## src/rtl/ps2_pkg.sv

```systemverilog
// Shared types and constants for the PS/2 keyboard receiver.
// Scan codes, FSM states and default conditioning/timeout values.
package ps2_pkg;

  typedef enum logic [1:0] {
    IDLE,
    DATA,
    PARITY,
    STOP
  } rx_state_e;

  localparam logic [7:0] SC_E0 = 8'hE0;
  localparam logic [7:0] SC_F0 = 8'hF0;
  localparam logic [7:0] SC_6B = 8'h6B;
  localparam logic [7:0] SC_74 = 8'h74;
  localparam logic [7:0] SC_1C = 8'h1C;
  localparam logic [7:0] SC_23 = 8'h23;
  localparam logic [7:0] SC_29 = 8'h29;

  localparam int FILTER_LEN_DEF  = 8;
  localparam int TIMEOUT_CYC_DEF = 100000;

endpackage

```

## src/rtl/ps2_line_filter.sv

```systemverilog
// Two-flop synchronizer followed by a stability filter for one PS/2 pin.
// The level only moves after FILTER_LEN consecutive differing samples.
module ps2_line_filter #(
  parameter int FILTER_LEN = 8
) (
  input  logic clk_in,
  input  logic reset,
  input  logic pin,
  output logic level
);

  localparam int CW = $clog2(FILTER_LEN + 1);

  logic [1:0]    sync;
  logic [CW-1:0] cnt;

  always_ff @(posedge clk_in or posedge reset) begin
    if (reset) begin
      sync  <= 2'b11;
      cnt   <= '0;
      level <= 1'b1;
    end else begin
      sync <= {sync[0], pin};
      if (sync[1] == level) begin
        cnt <= '0;
      end else if (cnt == CW'(FILTER_LEN - 1)) begin
        level <= sync[1];
        cnt   <= '0;
      end else begin
        cnt <= cnt + 1'b1;
      end
    end
  end

endmodule

```

## src/rtl/ps2_key_rx.sv

```systemverilog
// PS/2 keyboard receive front end: frame assembly, error checks and
// make/break decoding into held paddle-left/right and fire levels.
module ps2_key_rx
  import ps2_pkg::*;
#(
  parameter int FILTER_LEN  = FILTER_LEN_DEF,
  parameter int TIMEOUT_CYC = TIMEOUT_CYC_DEF
) (
  input  logic       clk_in,
  input  logic       reset,
  input  logic       ps2k_clk,
  input  logic       ps2k_data,
  output logic [7:0] ps2_byte,
  output logic       rx_valid,
  output logic       ps2_state,
  output logic       key_left,
  output logic       key_right,
  output logic       key_fire,
  output logic       frame_err
);

  localparam int TW = $clog2(TIMEOUT_CYC + 1);

  logic          clk_f;
  logic          dat_f;
  logic          clk_q;
  logic          fall;
  rx_state_e     state;
  rx_state_e     state_n;
  logic [2:0]    bit_cnt;
  logic [7:0]    shift;
  logic          par;
  logic [TW-1:0] tmo;
  logic          accept;
  logic          bad;
  logic          ext;
  logic          brk;
  logic          hit_l;
  logic          hit_r;
  logic          hit_f;

  ps2_line_filter #(.FILTER_LEN(FILTER_LEN)) u_clk_filt (
    .clk_in (clk_in),
    .reset  (reset),
    .pin    (ps2k_clk),
    .level  (clk_f)
  );

  ps2_line_filter #(.FILTER_LEN(FILTER_LEN)) u_dat_filt (
    .clk_in (clk_in),
    .reset  (reset),
    .pin    (ps2k_data),
    .level  (dat_f)
  );

  assign fall = clk_q & ~clk_f;

  always_ff @(posedge clk_in or posedge reset) begin
    if (reset) begin
      state <= IDLE;
      clk_q <= 1'b1;
    end else begin
      state <= state_n;
      clk_q <= clk_f;
    end
  end

  always_comb begin
    state_n = state;
    accept  = 1'b0;
    bad     = 1'b0;
    unique case (state)
      IDLE: begin
        if (fall && !dat_f) state_n = DATA;
      end
      DATA: begin
        if (fall && bit_cnt == 3'd7) state_n = PARITY;
      end
      PARITY: begin
        if (fall) state_n = STOP;
      end
      STOP: begin
        if (fall) begin
          state_n = IDLE;
          if (dat_f && ^{shift, par}) accept = 1'b1;
          else bad = 1'b1;
        end
      end
      default: state_n = IDLE;
    endcase
    // An edge on the expiry cycle keeps the frame alive.
    if (!fall && state != IDLE && tmo == TW'(TIMEOUT_CYC - 1)) begin
      state_n = IDLE;
      bad     = 1'b1;
    end
  end

  always_ff @(posedge clk_in or posedge reset) begin
    if (reset) begin
      bit_cnt <= '0;
      shift   <= '0;
      par     <= 1'b0;
      tmo     <= '0;
    end else begin
      if (state == IDLE || fall) tmo <= '0;
      else tmo <= tmo + 1'b1;
      if (state == IDLE) bit_cnt <= '0;
      if (fall && state == DATA) begin
        shift   <= {dat_f, shift[7:1]};
        bit_cnt <= bit_cnt + 1'b1;
      end
      if (fall && state == PARITY) par <= dat_f;
    end
  end

  always_comb begin
    hit_l = ext ? (shift == SC_6B) : (shift == SC_1C);
    hit_r = ext ? (shift == SC_74) : (shift == SC_23);
    hit_f = !ext && (shift == SC_29);
  end

  always_ff @(posedge clk_in or posedge reset) begin
    if (reset) begin
      ps2_byte  <= '0;
      rx_valid  <= 1'b0;
      frame_err <= 1'b0;
      ps2_state <= 1'b0;
      key_left  <= 1'b0;
      key_right <= 1'b0;
      key_fire  <= 1'b0;
      ext       <= 1'b0;
      brk       <= 1'b0;
    end else begin
      rx_valid  <= accept;
      frame_err <= bad;
      if (bad) begin
        ext <= 1'b0;
        brk <= 1'b0;
      end else if (accept) begin
        ps2_byte <= shift;
        unique case (1'b1)
          (shift == SC_E0): ext <= 1'b1;
          (shift == SC_F0): brk <= 1'b1;
          default: begin
            ps2_state <= ~brk;
            if (hit_l) key_left  <= ~brk;
            if (hit_r) key_right <= ~brk;
            if (hit_f) key_fire  <= ~brk;
            ext <= 1'b0;
            brk <= 1'b0;
          end
        endcase
      end
    end
  end

endmodule

```

## config.mk

```make
export PLATFORM = sky130hd
export DESIGN_NAME = ps2_key_rx
export DESIGN_NICKNAME = d
export VERILOG_FILES = /design/src/rtl/ps2_pkg.sv /design/src/rtl/ps2_line_filter.sv /design/src/rtl/ps2_key_rx.sv
export SDC_FILE = /design/constraint.sdc
export NUM_CORES = 1
export LEC_CHECK = 0
export ABC_AREA = 1
export ABC_CLOCK_PERIOD_IN_PS = 2980
export CAP_MARGIN = 15
export CORE_MARGIN = 5
export CORE_UTILIZATION = 55
export DETAILED_ROUTE_END_ITERATION = 7
export HOLD_SLACK_MARGIN = 0.08
export PLACE_DENSITY = 0.73
export SLEW_MARGIN = 40
export SYNTH_ARGS = -nofsm -noshare
export SYNTH_HDL_FRONTEND = slang
export SYNTH_SLANG_ARGS = --single-unit
export TNS_END_PERCENT = 20
```

## constraint.sdc

```tcl
create_clock -name clk_in -period 2.98 [get_ports clk_in]
set_input_delay 0.745 -clock clk_in [delete_from_list [all_inputs] [get_ports clk_in]]
set_output_delay 0.745 -clock clk_in [all_outputs]
set_load 0.005 [all_outputs]
```

==> results.md <==
* Die Span Y at between 80 and 90 um
* Status: finished clean
* Worst-Skew Late Latency at 0.35 ns
* PnR Total Power at 2.364 mW
* Syn avg cell area at between 8 and 9 um^2
* CTS root buffer: clkbuf_8
* FF/Latch Area at 1560 um^2
* Post-DP HPWL at 4547 um
* Footprint of the multi-input gates at 1431 um^2
* Final min period at around 2.1 ns
* Antenna cells at 0
* Commonest non-fill, non-tap cell in the layout: nand2_1
* Vias post-DR at 2569
* CTS tree: built
* Setup ws final at roughly 0.89 ns
* First DRT Iteration DRCs at 132
* Hold Vio Cnt, Final at 0
* Peak supply drop at 0.5126 mV
* Fin crit share at a little over two thirds
* Hold Crit Class: reg2reg
* Vias in the first global route at between 2000 and 2500
* PostCTS Resize Cnt at 0
* Clock sink count at 62
* Data arrival time of the worst path at between 2 and 2.5 ns
* Routability cong. at about 0.86
* GRT overflow at 0
* Sequential element share of the synthesized area at 47.83%
* Crit-path max FO at 11
* # IOs at 18
* DRT Pass-1 Iters at 6
* Initial antenna violation count at 0
* DR vias/cell at 5.128
* Remaining antenna violation count at 0
* Max_slew headroom at between 50% and 60%
* Pwr dens at 644.3 nW/um^2
* Post-synthesis cell area at roughly 3300 um^2
* Die width at roughly 87 um
* WHS at approximately 0.36 ns
* Crit Path Category: reg2reg
* Final Cell Area at between 3000 and 4000 um^2
* Synth Warn # at 0
* H-tree depth at 3
* Max Clock Skew at about 0.0060 ns
* Largest net degree at the start of global routing at 40
* Lkg Pwr at between 1.5 and 2 nW
* Endpoints failing setup at 0
* DR WL/cell at approximately 13 um
* Synth Instances at ~400
* Nets at 435
* First-pass GRT wire length at 11160 um
* Hold Buf Count CTS at 0
* Number of synthesized register bits at a little over 60
* Std cell rows at 28
* Detailed Route WL at 6284 um
* Startpoint Class: flip-flop
* Area after DPL at roughly 3500 um^2
* Dpl ws at a little under 0.9 ns
* CTS Buffer Depth at 2
* CTS clk-pin slew, worst paths at ~0.07 ns
* PortBufs at 17
* Max Slew Vio Count at 0
* RSZ-0062 raised after global routing: no
* Final setup TNS at 0 ns
* Synth-to-layout area growth at 12.47%
* Max-cap violations at 0
* Total CTS buffers at 9
* Fillers at 498
* DIE AREA at about 7600 um^2
* Mapped Nets at between 400 and 500
* Least-Margin Pin Slew at 0.6672 ns
* Yosys cell types at 34
* DRC errors left at 0
* Core ar. at 5851 um^2
* Setup bufs post-CTS at 0
* Starting Density at a little under three fifths
* WP data required at between 3 and 4 ns
* Gr usage total at 19.09%
* Commonest non-fill, non-tap cells in the layout: 97 x nand2_1, 55 x dfrtp_1, 52 x nor2_1
* Crit end category: flip-flop
* Share of cells above drive strength 1 at 13.38%
* FMAX at 0.4787 GHz
## final cells by class
cell class              instances  share of cell area (%)
clock buffers                  11                   3.854
inverters                      54                   5.696
clock inverters                 4                   1.296
well taps                      75                   2.558
multi-input cells             276                   39.02
repair buffers                 19                   5.048
flip-flops and latches         62                   42.53
## registers in the layout (all words and copies together) (netlist names), 2 cells and up
name and cells:
u_clk_filt.sync 2, u_dat_filt.cnt 4, tmo 17, ps2_byte 8
shift 8, state 2, u_dat_filt.sync 2, u_clk_filt.cnt 4
bit_cnt 3
## synth_stat cells
library cell	n	share of area [%]
nand2_1	97	11
dfrtp_1	55	42
nor2_1	52	6.0
inv_1	43	4.9
nand3_1	24	3.7
o21ai_0	18	2.8
nand4_1	15	2.9
a21oi_1	9	1.4
ha_1	9	3.5
inv_2	8	0.92
nor3_1	8	1.2
o21ai_2	8	2.1
dfstp_2	7	5.6
xnor2_1	6	1.6
buf_2	5	0.77
nand3_2	5	1.5
nand3b_1	4	0.92
nor2_2	4	0.77
xor2_1	4	1.1
buf_6	2	0.69
clkbuf_1	2	0.23
inv_4	2	0.38
nand2_2	2	0.38
nor4_1	2	0.38
o21ai_1	2	0.31
a21boi_1	1	0.23
a31o_2	1	0.27
a31oi_1	1	0.19
buf_4	1	0.23
clkinv_1	1	0.11
mux2_2	1	0.35
nand2_4	1	0.35
nor2_8	1	0.61
o21a_1	1	0.23
## metal layers
layer | GRT usage, % | vias to the layer above | wire [um]
met1 | 23.96 | 1204 | 2884
met4 | 8.215 | 0 | 135
li1 | - | 1319 | -
met2 | 31.19 | 33 | 3027
met5 | 0 | - | 0
met3 | 4.825 | 13 | 237
## stage by stage
stage	std cells	utilization (%)
floorplan	402	-
global placement	486	59.45
detailed placement	486	59.45
CTS	501	62.68
global route	501	62.70
finish	501	62.70
## report_power, final
group / switching (mW) / internal (mW)
clock network: 0.322 / 0.401
logic: 0.386 / 0.199
registers: 0.0969 / 0.959
## cell families after synthesis
logic type	Yosys count	share of synthesized area, %
xor+xnor	10	2.685
buf+inv	64	8.285
flops	62	47.83
compound gates	41	7.519
simple gates	215	29.88
mux	1	0.3452
fa+ha+maj	9	3.452
## worst max-delay path: stages (launching register included)
cell     delay [ns]
dfrtp_1        0.38
inv_1          0.08
ha_1           0.22
nor2_1         0.54
nand4_1        0.26
o21ai_1        0.22
nand2_1        0.14
nand3_1        0.09
nand2_1        0.05
## path summary, 6_finish.rpt
path | start | slack (ns) | endpoint | depth (start not counted)
worst max-delay path | state[1]$_DFFE_PP0P_ | 0.89 | ext$_DFFE_PP0P_ | 8
worst min-delay path | u_clk_filt.sync[0]$_DFF_PP1_ | 0.36 | u_clk_filt.sync[1]$_DFF_PP1_ | 0
worst max register to register | state[1]$_DFFE_PP0P_ | 0.89 | ext$_DFFE_PP0P_ | 8
worst min register to register | u_clk_filt.sync[0]$_DFF_PP1_ | 0.36 | u_clk_filt.sync[1]$_DFF_PP1_ | 0
max in group asynchronous | reset | 1.58 | ps2_byte[4]$_DFFE_PP0P_ | 3
min in group asynchronous | reset | 0.79 | u_clk_filt.cnt[3]$_DFF_PP0_ | 2
Note: power is estimated with default switching activity, not from simulation.
